File: config.mk
export PLATFORM = sky130hd
export DESIGN_NAME = fir_filter_output_control
export DESIGN_NICKNAME = d
export VERILOG_FILES = /design/src/rtl/fir_filter_pkg.sv /design/src/rtl/fir_filter_out_fifo.sv /design/src/rtl/fir_filter_output_control.sv
export SDC_FILE = /design/constraint.sdc
export NUM_CORES = 1
export LEC_CHECK = 0
export BUFFER_PORTS_ARGS = -buffer_cell sky130_fd_sc_hd__buf_2
export CAP_MARGIN = 20
export CORE_MARGIN = 2
export CORE_UTILIZATION = 63
export CTS_CLUSTER_SIZE = 40
export DETAILED_ROUTE_END_ITERATION = 8
export GPL_TIMING_DRIVEN = 0
export PLACE_DENSITY = 0.92
export SYNTH_ARGS = -nofsm -noshare
export SYNTH_HDL_FRONTEND = slang
export SYNTH_SLANG_ARGS = --single-unit
File: constraint.sdc
create_clock -name clk -period 5.5 [get_ports clk]
set_input_delay 0.825 -clock clk [delete_from_list [all_inputs] [get_ports clk]]
set_output_delay 0.825 -clock clk [all_outputs]
set_load 0.1 [all_outputs]
File: src/rtl/fir_filter_pkg.sv
// Shared definitions for the FIR filter output-control slice.
// Contents: default accumulator/output widths, phase tags, FSM state
// encoding and output saturation bounds.
package fir_filter_pkg;

  localparam int ACC_W_DEF = 48;
  localparam int OUT_W_DEF = 24;

  // Phase tags carried alongside each accumulator result.
  localparam logic [1:0] PH0 = 2'd0;
  localparam logic [1:0] PH1 = 2'd1;
  localparam logic [1:0] PH2 = 2'd2;

  // Output-control FSM states.
  localparam logic [1:0] ST_IDLE  = 2'd0;
  localparam logic [1:0] ST_RUN   = 2'd1;
  localparam logic [1:0] ST_DRAIN = 2'd2;

  // Largest representable signed sample of width w.
  function automatic longint sat_hi(input int w);
    return (64'sd1 <<< (w - 1)) - 64'sd1;
  endfunction

  // Smallest representable signed sample of width w.
  function automatic longint sat_lo(input int w);
    return -(64'sd1 <<< (w - 1));
  endfunction

endpackage

File: src/rtl/fir_filter_out_fifo.sv
// Synchronous first-word-fall-through FIFO for post-processed samples.
// Ports:
//   clk, rst_n          clock, async active-low reset (pointers/count only)
//   push, push_data     write request and data
//   pop                 read request (ignored when empty)
//   pop_data            head entry, valid whenever !empty
//   full, empty, count  occupancy status
// A push while full is accepted only when a pop happens in the same cycle.
module fir_filter_out_fifo #(
  parameter int DEPTH = 4,
  parameter int WIDTH = 24,
  parameter int CNT_W = $clog2(DEPTH) + 1
) (
  input  logic             clk,
  input  logic             rst_n,
  input  logic             push,
  input  logic [WIDTH-1:0] push_data,
  input  logic             pop,
  output logic [WIDTH-1:0] pop_data,
  output logic             full,
  output logic             empty,
  output logic [CNT_W-1:0] count
);

  localparam int AW = $clog2(DEPTH);

  logic [WIDTH-1:0] r_mem [DEPTH];
  logic [AW-1:0]    r_wr_ptr;
  logic [AW-1:0]    r_rd_ptr;
  logic [CNT_W-1:0] r_count;
  logic             w_do_pop;
  logic             w_do_push;

  assign empty    = (r_count == '0);
  assign full     = (r_count == CNT_W'(DEPTH));
  assign count    = r_count;
  assign pop_data = r_mem[r_rd_ptr];

  assign w_do_pop  = pop && !empty;
  assign w_do_push = push && (!full || w_do_pop);

  // Storage is data only and carries no reset.
  always_ff @(posedge clk) begin
    if (w_do_push) r_mem[r_wr_ptr] <= push_data;
  end

  always_ff @(posedge clk or negedge rst_n) begin
    if (!rst_n) begin
      r_wr_ptr <= '0;
      r_rd_ptr <= '0;
      r_count  <= '0;
    end else begin
      if (w_do_push) r_wr_ptr <= r_wr_ptr + AW'(1);
      if (w_do_pop)  r_rd_ptr <= r_rd_ptr + AW'(1);
      case ({w_do_push, w_do_pop})
        2'b10:   r_count <= r_count + CNT_W'(1);
        2'b01:   r_count <= r_count - CNT_W'(1);
        default: r_count <= r_count;
      endcase
    end
  end

endmodule

File: src/rtl/fir_filter_output_control.sv
// Output side of the FIR filter: accepts per-phase accumulator results,
// checks their phase rotation, rounds/shifts/saturates them to the output
// width, buffers them and serialises them onto one valid/ready stream,
// framed by tc_write.
// Ports:
//   clk, rst_n            clock, async active-low reset
//   tc_write              frame start (only honoured in IDLE)
//   acc_valid/phase/data  accumulator result input
//   out_data/valid/ready  output stream, out_last marks final beat
//   busy                  FSM not idle
//   ovf_err, seq_err      sticky drop / phase-order flags, cleared at frame start
module fir_filter_output_control
  import fir_filter_pkg::*;
#(
  parameter int ACC_W      = ACC_W_DEF,
  parameter int OUT_W      = OUT_W_DEF,
  parameter int SHIFT      = 16,
  parameter int FRAME_LEN  = 1024,
  parameter int FIFO_DEPTH = 4
) (
  input  logic                    clk,
  input  logic                    rst_n,
  input  logic                    tc_write,
  input  logic                    acc_valid,
  input  logic [1:0]              acc_phase,
  input  logic signed [ACC_W-1:0] acc_data,
  output logic signed [OUT_W-1:0] out_data,
  output logic                    out_valid,
  input  logic                    out_ready,
  output logic                    out_last,
  output logic                    busy,
  output logic                    ovf_err,
  output logic                    seq_err
);

  localparam int CNT_W = $clog2(FIFO_DEPTH) + 1;
  localparam int FL_W  = $clog2(FRAME_LEN + 1);

  localparam logic signed [ACC_W:0] RND      = (ACC_W+1)'(1) << (SHIFT - 1);
  localparam logic signed [ACC_W:0] SAT_HI_W = (ACC_W+1)'(sat_hi(OUT_W));
  localparam logic signed [ACC_W:0] SAT_LO_W = (ACC_W+1)'(sat_lo(OUT_W));

  // Add half an LSB in one extra bit of headroom, then floor-shift:
  // rounds half toward +inf.
  function automatic logic signed [ACC_W:0] round_shift(input logic signed [ACC_W-1:0] a);
    logic signed [ACC_W:0] s;
    s = $signed({a[ACC_W-1], a}) + RND;
    return s >>> SHIFT;
  endfunction

  function automatic logic signed [OUT_W-1:0] saturate(input logic signed [ACC_W:0] x);
    if (x > SAT_HI_W)      return SAT_HI_W[OUT_W-1:0];
    else if (x < SAT_LO_W) return SAT_LO_W[OUT_W-1:0];
    else                   return x[OUT_W-1:0];
  endfunction

  logic [1:0]              r_state;
  logic [FL_W-1:0]         r_acc_cnt;
  logic [FL_W-1:0]         r_beat_cnt;
  logic [1:0]              r_exp_ph;
  logic                    r_ovf_err;
  logic                    r_seq_err;
  logic                    r_vld_p1;
  logic signed [OUT_W-1:0] r_data_p1;

  logic                    w_take;
  logic                    w_bad_ph;
  logic                    w_no_room;
  logic                    w_accept;
  logic                    w_pop;
  logic                    w_last_beat;
  logic [1:0]              w_exp_next;
  logic                    w_full;
  logic                    w_empty;
  logic [CNT_W-1:0]        w_count;
  logic [OUT_W-1:0]        w_head;

  assign w_take   = (r_state == ST_RUN) && acc_valid;
  assign w_bad_ph = (acc_phase == 2'd3);
  // Buffer space counts the in-flight stage-1 sample; a same-cycle pop is
  // deliberately not credited. The FIFO can never be full while stage 1
  // holds a sample, so this equals count + vld == depth.
  assign w_no_room  = w_full || ((w_count == CNT_W'(FIFO_DEPTH - 1)) && r_vld_p1);
  assign w_accept   = w_take && !w_bad_ph && !w_no_room;
  assign w_exp_next = (acc_phase == PH2) ? PH0 : acc_phase + 2'd1;

  assign w_pop       = !w_empty && out_ready;
  assign w_last_beat = (r_beat_cnt == FL_W'(FRAME_LEN - 1));

  always_ff @(posedge clk or negedge rst_n) begin
    if (!rst_n) begin
      r_state    <= ST_IDLE;
      r_acc_cnt  <= '0;
      r_beat_cnt <= '0;
      r_exp_ph   <= PH0;
      r_ovf_err  <= 1'b0;
      r_seq_err  <= 1'b0;
    end else begin
      case (r_state)
        ST_IDLE: begin
          if (tc_write) begin
            r_state    <= ST_RUN;
            r_acc_cnt  <= '0;
            r_beat_cnt <= '0;
            r_exp_ph   <= PH0;
            r_ovf_err  <= 1'b0;
            r_seq_err  <= 1'b0;
          end
        end
        ST_RUN: begin
          if (w_take && w_bad_ph) r_seq_err <= 1'b1;
          if (w_take && !w_bad_ph && w_no_room) r_ovf_err <= 1'b1;
          if (w_accept) begin
            if (acc_phase != r_exp_ph) r_seq_err <= 1'b1;
            r_exp_ph  <= w_exp_next;
            r_acc_cnt <= r_acc_cnt + FL_W'(1);
            if (r_acc_cnt == FL_W'(FRAME_LEN - 1)) r_state <= ST_DRAIN;
          end
          if (w_pop) r_beat_cnt <= r_beat_cnt + FL_W'(1);
        end
        ST_DRAIN: begin
          if (w_pop) begin
            r_beat_cnt <= r_beat_cnt + FL_W'(1);
            if (w_last_beat) r_state <= ST_IDLE;
          end
        end
        default: r_state <= ST_IDLE;
      endcase
    end
  end

  // ---- stage 0 -> stage 1: round, shift, saturate ----
  always_ff @(posedge clk or negedge rst_n) begin
    if (!rst_n) r_vld_p1 <= 1'b0;
    else        r_vld_p1 <= w_accept;
  end

  always_ff @(posedge clk) begin
    if (w_accept) r_data_p1 <= saturate(round_shift(acc_data));
  end

  // ---- stage 1 -> buffer: unconditional push, space was reserved at accept ----
  fir_filter_out_fifo #(
    .DEPTH (FIFO_DEPTH),
    .WIDTH (OUT_W),
    .CNT_W (CNT_W)
  ) u_fifo (
    .clk       (clk),
    .rst_n     (rst_n),
    .push      (r_vld_p1),
    .push_data (r_data_p1),
    .pop       (w_pop),
    .pop_data  (w_head),
    .full      (w_full),
    .empty     (w_empty),
    .count     (w_count)
  );

  assign out_valid = !w_empty;
  assign out_data  = w_empty ? '0 : $signed(w_head);
  assign out_last  = !w_empty && w_last_beat;
  assign busy      = (r_state != ST_IDLE);
  assign ovf_err   = r_ovf_err;
  assign seq_err   = r_seq_err;

endmodule

# Yosys cells after proc, flatten, opt, wreduce, memory -nomap -nowiden
# Memories as Yosys holds them, arrays and structs flattened.
# Cells that the tools add are included.
totals:
  memories: 1
  regBits: 60
  elab_cells: 95
  ramBits: 96
  inputBits: 55
mem_list:
  columns: ["name", "words", "word_bits", "rd", "rd_clocked_by_memory_dff", "write_ports", "line_no", "text"]
  rows:
  - ["u_fifo.r_mem", 4, 24, 1, 0, 1, "fir_filter_out_fifo.sv:27", "logic [WIDTH-1:0] r_mem [DEPTH];"]
op_classes:
  n_addsub: 8
  eq_ne: 18
  order_cmp: 2
  mux: 27
  n_reduce_logical: 28
op_table:
  columns: ["cell", "n"]
  rows:
  - ["48-bit by 17-bit adder with 49-bit output (second input constant)", 1]
  - ["24-bit two-way mux", 2]
  - ["11-bit one-hot mux with 2 select lines", 2]
  - ["33-bit by 24-bit > comparator with 1-bit output (second input constant)", 1]
  - ["33-bit by 24-bit less-than comparator with 1-bit output (second input constant)", 1]
  - ["11-bit two-way mux", 3]
  - ["11-bit by 1-bit adder with 11-bit output (second input constant)", 2]
  - ["11-bit by 10-bit equality test with 1-bit output (second input constant)", 2]
  - ["2-bit two-way mux", 8]
  - ["1-bit logical AND", 10]
  - ["3-bit AND reduction", 3]
  - ["2-bit equality test (second input constant)", 4]
  - ["2-bit by 1-bit != test with 1-bit output (second input constant)", 4]
  - ["2-bit nonzero test", 4]
  - ["1-bit two-way mux", 7]
  - ["2-bit by 1-bit adder with 2-bit output (second input constant)", 3]
  - ["2-bit != test (second input constant)", 3]
  - ["2-bit one-hot mux with 3 select lines", 1]
  - ["3-bit one-hot mux with 2 select lines", 1]
  - ["5-bit AND reduction", 1]
  - ["2-bit by 1-bit equality test with 1-bit output (second input constant)", 2]
  - ["1-bit zero test", 4]
  - ["1-bit one-hot mux with 2 select lines", 2]
  - ["2-bit one-hot mux with 2 select lines", 1]
  - ["other kinds (10)", 11]

# Longest topological paths before layout
# Gate-level depths: netlist of run 1.
logic_depth:
  depth_word: 8
  depth_mapped: 10

# Hierarchy
# Synthesis of run 1 repeated with hierarchy kept, for this count alone.
hier_totals:
  cells_unflattened: 538
  hier_area_um2: 7304.5
by_module_without_submodules:
  columns: ["mod", "instances", "area_per_inst_um2", "cells_per_inst", "seq_area_each_um2"]
  rows:
  - ["fir_filter_out_fifo", 1, 3982.6, 180, 3057.9]
  - ["fir_filter_output_control", 1, 3321.9, 358, 1446.4]

# Worst setup path before layout of run 1
# Ideal clock, no wire load.
synth_path:
  path_type: "flip-flop to output port"
  from: "register u_fifo.r_count[1] (netlist: u_fifo.count[1])"
  to: "output out_last"
  n_path_buf: 2
  t_required_ns: 4.675
  setup_slack_ns: 1.570
  path_stages_with_launch: 5
  arrival_time_ns: 3.105
  path_cell_list: "dfrtp_1 -> clkbuf_1 -> or3_1 -> clkbuf_1 -> nor3b_1"
synth_via:
  elab_chain_cells: 3
synth_rtl:
  columns: ["element", "line_no", "text"]
  rows:
  - ["start, declared", "fir_filter_out_fifo.sv:30", "logic [CNT_W-1:0] r_count;"]
  - ["start signal, assigned", "fir_filter_out_fifo.sv:56", "2'b10: r_count <= r_count + CNT_W'(1);"]
  - ["start signal, assigned", "fir_filter_out_fifo.sv:57", "2'b01: r_count <= r_count - CNT_W'(1);"]
  - ["start signal, assigned", "fir_filter_out_fifo.sv:58", "default: r_count <= r_count;"]
  - ["3-bit zero test", "fir_filter_out_fifo.sv:34", "assign empty = (r_count == '0);"]
  - ["1-bit zero test", "fir_filter_output_control.sv:161", "assign out_last = !w_empty && w_last_beat;"]
  - ["1-bit logical AND", "fir_filter_output_control.sv:161", null]
  - ["end, declared", "fir_filter_output_control.sv:30", "output logic out_last,"]
# No other way between the ends.

# Worst setup path after layout of run 1
layout_path:
  from: "register u_fifo.r_rd_ptr[0]"
  to: "output out_data[12]"
layout_via:
  elab_chain_cells: 2
layout_rtl:
  columns: ["element", "line_no", "text"]
  rows:
  - ["start, declared", "fir_filter_out_fifo.sv:29", "logic [AW-1:0] r_rd_ptr;"]
  - ["start signal, assigned", "fir_filter_out_fifo.sv:54", "if (w_do_pop) r_rd_ptr <= r_rd_ptr + AW'(1);"]
  - ["memory read 4 x 24 bit", null, null]
  - ["24-bit two-way mux", "fir_filter_output_control.sv:160", "assign out_data = w_empty ? '0 : $signed(w_head);"]
  - ["end, declared", "fir_filter_output_control.sv:27", "output logic signed [OUT_W-1:0] out_data,"]
# No other way between the ends.

==> results.toml, run 1 <==
[outcome]
outcome = "finished, final reports clean"

[sta]
layout_min_cycle_time_ns = 3.55
rsz0062_at_grt = "no"
final.setup.tns_ns = 0
fmax_mhz = 281
slew_headroom = 0.472
finalMaxSlewViolations = 0
fin_skew_ns = 0.00914
setup_viol = 0
worstMarginPinSlew_ns = 0.792
hold_viol_final = 0
fin_crit_sh = 0.646

[cts]
clock_sink_count = 156
clk_latency_ns = 0.43
cts_resized = 0
root_buffer = "clkbuf_16"
cts_tree = "built"
cts.htree.levels = 4
cts_buffers = 17
hold_buffers = 0
clk_pin_slew_ns = 0.06
clock_path_buffers = 2
post-cts-setup-buffer-count = 0

[placement]
globalplace.congestion = 0.885
hpwl_um = 11400
io_buffers = 67

[cells_and_area]
fill_cells = 706
final_util = 0.741
fin_nets = 759
areaGrowthSynthToFinish_pct = 15.6
drive_gt1_frac = 0.221
num_antenna_cells = 0
layout_common_cells = "120 x edfxtp_1, 78 x buf_2, 50 x nor2_1"
final_common_cell = "edfxtp_1"

[global_route]
grt_pass1_vias = 5342
grt_start_max_net_pins = 37
grt_use_total = 0.275
grt_pass1_wl_um = 26900
grt_overflow_total = 0
antenna_found_initial = 0

[min_path]
hold_path.class = "in -> async"

[logic_synthesis]
netlist-cell-type-count = 60
synth-edff-count = 120
netlist_area_um2 = 7670
synth-seq-cells = 156
async_reset_ff_frac = 0.231
synth_fp_nets = 668
syn-instance-count = 601
avgSynthCellArea_um2 = 12.8
yosysWarnings = 0
yosysSeqAreaShare = 0.587
ys.flop_type = "edfxtp_1"

[floorplan]
initial_core_util = 0.641
rows = 40
pin_count = 84
coreArea_um2 = 12000
fp.dieW_um = 114
die_area_um2 = 13100
die_y_um = 114

[worst_setup_path]
slowest_stage = "mux4_2"
worstPathCellList = "clkbuf_1, buf_2, mux4_2, and2_1, buf_2"
r2r_setup_slack_ns = 3.07
worst_setup_path_end_kind = "output port"
critPathLaunchType = "register"
criticalPathCategory = "reg -> out"
worstPathRequired_ns = 4.68
reg2reg_from = "r_state[1]"
path_common_cell = "buf_2"
reg2regPathDepth = 9
crit_fanout = 10
critPathArrivalTime_ns = 2.73
cpPeakStageDelay_ns = 0.59
rr_endpoint = "r_beat_cnt[7]"

[pwr]
pwr_density_cell_nw_per_um2 = 490
leakagePower_nw = 3.20
ir_worst_vdd_mv = 0.344

[drt]
viasPerCell = 6.32
drt_iter0_drc = 511
wl_per_cell_um = 20.0
ant_nets = 0
firstDrtPassIters = 7
num_vias = 5384
routed_wirelength_um = 17000
drc = 0

[run]
drv_cap = 0
-- synth_stat cells (all sizes together), types with 2 or more instances --
master,count,share of area
edfxtp,120,0.47
nor2,51,0.025
nand2,38,0.019
and2,36,0.029
dfrtp,36,0.12
a21oi,29,0.019
xnor2,28,0.032
nand3,25,0.017
a211oi,24,0.026
mux4,24,0.070
buf,19,0.016
inv,17,0.0083
xor2,17,0.019
clkbuf,16,0.0078
o21ai,16,0.012
nand4,13,0.013
ha,11,0.018
and3,10,0.0082
and4,9,0.010
nor3,8,0.0052
or3,6,0.0049
nand2b,4,0.0033
nor4,4,0.0041
o31ai,4,0.0039
a31oi,3,0.0024
nor3b,3,0.0029
o211ai,3,0.0029
a311oi,2,0.0023
a41oi,2,0.0033
mux2i,2,0.0026
nand4b,2,0.0023
o31a,2,0.0023
-- stage by stage --
step / hold slack, ns / cells / setup WS (ns) / cell area [µm²] / power [mW]
after floorplan: 0.459 / 601 / 1.57 / 7670 / 2.85
after global routing: 0.517 / 852 / 1.77 / 8870 / 4.47
final: 0.480 / 852 / 1.95 / 8870 / 4.34
after CTS: 0.499 / 852 / 1.87 / 8870 / 4.35
after detailed placement: 0.497 / 820 / 2.33 / 8270 / 3.16
after global placement: 0.466 / 815 / 2.40 / 8190 / 3.11
-- report_power, final --
| part | switching (mW) | internal, mW | leakage, nW |
|---|---|---|---|
| sequential | 0.0268 | 1.30 | 1.46 |
| clock | 0.465 | 0.714 | 0.286 |
| combinational | 1.43 | 0.409 | 1.46 |
| total | 1.92 | 2.42 | 3.20 |
-- sequential cells by signal, indices dropped and copies added (netlist names) --
signal           count
u_fifo.count         3
r_exp_ph             2
ovf_err              1
r_vld_p1             1
u_fifo.r_wr_ptr      2
seq_err              1
r_acc_cnt           11
r_data_p1           24
u_fifo.r_mem        96
r_beat_cnt          11
u_fifo.r_rd_ptr      2
r_state              2
-- how the worst max path moves through the flow --
| stage | start | endpoint | depth (start not counted) |
|---|---|---|---|
| after CTS | u_fifo.r_rd_ptr[0] | out_data[12] | 5 |
| after floorplan | u_fifo.count[1] | out_last | 4 |
| after global routing | u_fifo.r_rd_ptr[0] | out_data[13] | 5 |
| final | u_fifo.r_rd_ptr[0] | out_data[12] | 5 |
| after detailed placement | acc_data[18] | r_data_p1[17] | 9 |
| after global placement | u_fifo.r_rd_ptr[0] | out_data[9] | 5 |
-- critical path, delay by kind of cell (launching register included) --
kind	cells	cell delay (ns)
flip-flops	1	0.32
multiplexers	1	0.59
buffers and inverters	3	1.20
AND/OR/NAND/NOR	1	0.19
-- routing by layer --
metal,global-route usage,vias to the layer above,share of wire
met5,0,-,0
met4,0.108,0,0.026
met3,0.0588,42,0.053
met2,0.493,239,0.53
met1,0.324,2668,0.39
li1,-,2435,-
-- cell families (layout without fill, tap and decap cells) --
group,after synthesis,in the layout,synth area share
buffers and inverters,52,156,0.0321
AO/OA/AOI/OAI,97,97,0.0874
XOR/XNOR,45,45,0.0514
flip-flops,156,156,0.587
multiplexers,27,27,0.0745
adder cells (fa/ha/maj),12,12,0.0205
AND/OR/NAND/NOR,212,212,0.147
-- final cells by class --
class,count,area [µm²],area share
flip-flops and latches,156,4500,0.508
repair buffers,72,410,0.0463
clock buffers,18,429,0.0484
multi-input cells,393,2920,0.330
clock inverters,14,170,0.0192
well taps,147,184,0.0207
plain buffers,35,183,0.0206
inverters,17,63.8,0.00720
Power figures use the tool's default switching activity.
==> run 2, diff against run 1 <==
- CORE_UTILIZATION: 63 -> 59
- PLACE_DENSITY: 0.92 -> 0.87
- clock period: 5.5 -> 3.7 ns (I/O delays scaled with it)
==> results.toml, run 2 (synthesized netlist as in run 1, its figures left out) <==
[outcome]
outcome = "finished, final reports clean"

[floorplan]
fp.dieW_um = 118
pin_count = 84
rows = 41
die_area_um2 = 13900
die_y_um = 118
coreArea_um2 = 12700
initial_core_util = 0.606

[run]
drv_cap = 0

[global_route]
grt_start_max_net_pins = 37
grt_pass1_vias = 5244
antenna_found_initial = 0
grt_use_total = 0.246
grt_pass1_wl_um = 26500
grt_overflow_total = 0

[cts]
clock_path_buffers = 2
cts.htree.levels = 4
hold_buffers = 0
cts_buffers = 17
root_buffer = "clkbuf_16"
clk_pin_slew_ns = 0.06
clk_latency_ns = 0.41
cts_resized = 0
post-cts-setup-buffer-count = 0
cts_tree = "built"
clock_sink_count = 156

[placement]
globalplace.congestion = 0.922
hpwl_um = 10900
io_buffers = 67
dpl.cell_count = 845
place_ws_ns = 0.681

[sta]
rsz0062_at_grt = "no"
setup_viol = 0
layout_min_cycle_time_ns = 3.33
hold_viol_final = 0
fin_skew_ns = 0.0126
slew_headroom = 0.477
hold_slack_ns = 0.231
worstMarginPinSlew_ns = 0.784
fmax_mhz = 300
fin_crit_sh = 0.901
final.setup.tns_ns = 0
layout_setup_ws_ns = 0.366
finalMaxSlewViolations = 0

[drt]
firstDrtPassIters = 7
routed_wirelength_um = 16500
drc = 0
drt_iter0_drc = 412
viasPerCell = 6.05
wl_per_cell_um = 18.8
num_vias = 5290
ant_nets = 0

[worst_setup_path]
worst_setup_path_end_kind = "output port"
critPathArrivalTime_ns = 2.78
criticalPathCategory = "reg -> out"
crit_fanout = 10
critPathLaunchType = "register"
worstPathRequired_ns = 3.14

[cells_and_area]
layout_common_cells = "120 x edfxtp_1, 78 x buf_2, 50 x nor2_1"
final_util = 0.703
fin_nets = 759
largest_reg_flops = 96
top_register = "u_fifo.r_mem"
fill_cells = 809
num_antenna_cells = 0
instances_no_fill = 875
top_regs = "u_fifo.r_mem: 96 flops, r_data_p1: 24 flops"
drive_gt1_frac = 0.216
areaGrowthSynthToFinish_pct = 16.0
final_common_cell = "edfxtp_1"

[pwr]
ir_worst_vdd_mv = 0.419
leakagePower_nw = 3.20
pwr_density_cell_nw_per_um2 = 722

[min_path]
hold_path.class = "in -> async"
[run 2: changes by cell type in the layout (fill, tap and decap cells not counted), sizes merged]
cell	before	now
inv	19	18
clkinv	6	5
clkinvlp	3	2
bufinv	3	4
[run 2: report_power, final]
part           internal [mW]  switching, mW  total, mW
registers               1.93         0.0390       1.97
clock network           1.12          0.645       1.76
logic                  0.605           2.10       2.70
[run 2: per-stage QoR]
stage | instance area [µm²] | power (mW)
after floorplan | 7670 | 4.23
after global placement | 8220 | 4.62
after detailed placement | 8300 | 4.67
after CTS | 8900 | 6.46
after global routing | 8900 | 6.63
final | 8900 | 6.43
[run 2: metal layers]
metal	GRT usage	up-vias	share of wire
met1	0.291	2637	0.40
li1	-	2424	-
met2	0.455	201	0.54
met3	0.0402	28	0.044
met4	0.0768	0	0.019
met5	0	-	0
[run 2: final timing paths]
path / start / to / slack (ns) / depth (start not counted)
max in group asynchronous: rst_n / r_beat_cnt[5] / 2.97 / 1
min reg2reg: r_data_p1[1] / u_fifo.r_mem[3][1] / 0.50 / 0
max: u_fifo.r_rd_ptr[0] / out_data[13] / 0.37 / 5
max reg2reg: r_state[0] / r_beat_cnt[7] / 1.29 / 9
min in group clk: acc_phase[1] / r_exp_ph[0] / 0.39 / 2
min: rst_n / u_fifo.count[0] / 0.23 / 1
[run 2: layout make-up]
| cell class | count | area, µm² | area share |
|---|---|---|---|
| Multi-Input combinational cell | 393 | 2920 | 0.328 |
| Inverter | 17 | 63.8 | 0.00717 |
| Timing Repair Buffer | 72 | 410 | 0.0461 |
| Buffer | 35 | 183 | 0.0205 |
| Clock inverter | 12 | 173 | 0.0194 |
| Sequential cell | 156 | 4500 | 0.506 |
| Clock buffer | 18 | 429 | 0.0482 |
| Tap cell | 172 | 215 | 0.0242 |
[run 2: worst max-delay path, stage by stage (launching register included)]
cell,delay [ns]
dfrtp_1,0.32
clkbuf_1,0.50
buf_2,0.49
mux4_2,0.57
and2_1,0.20
buf_2,0.30
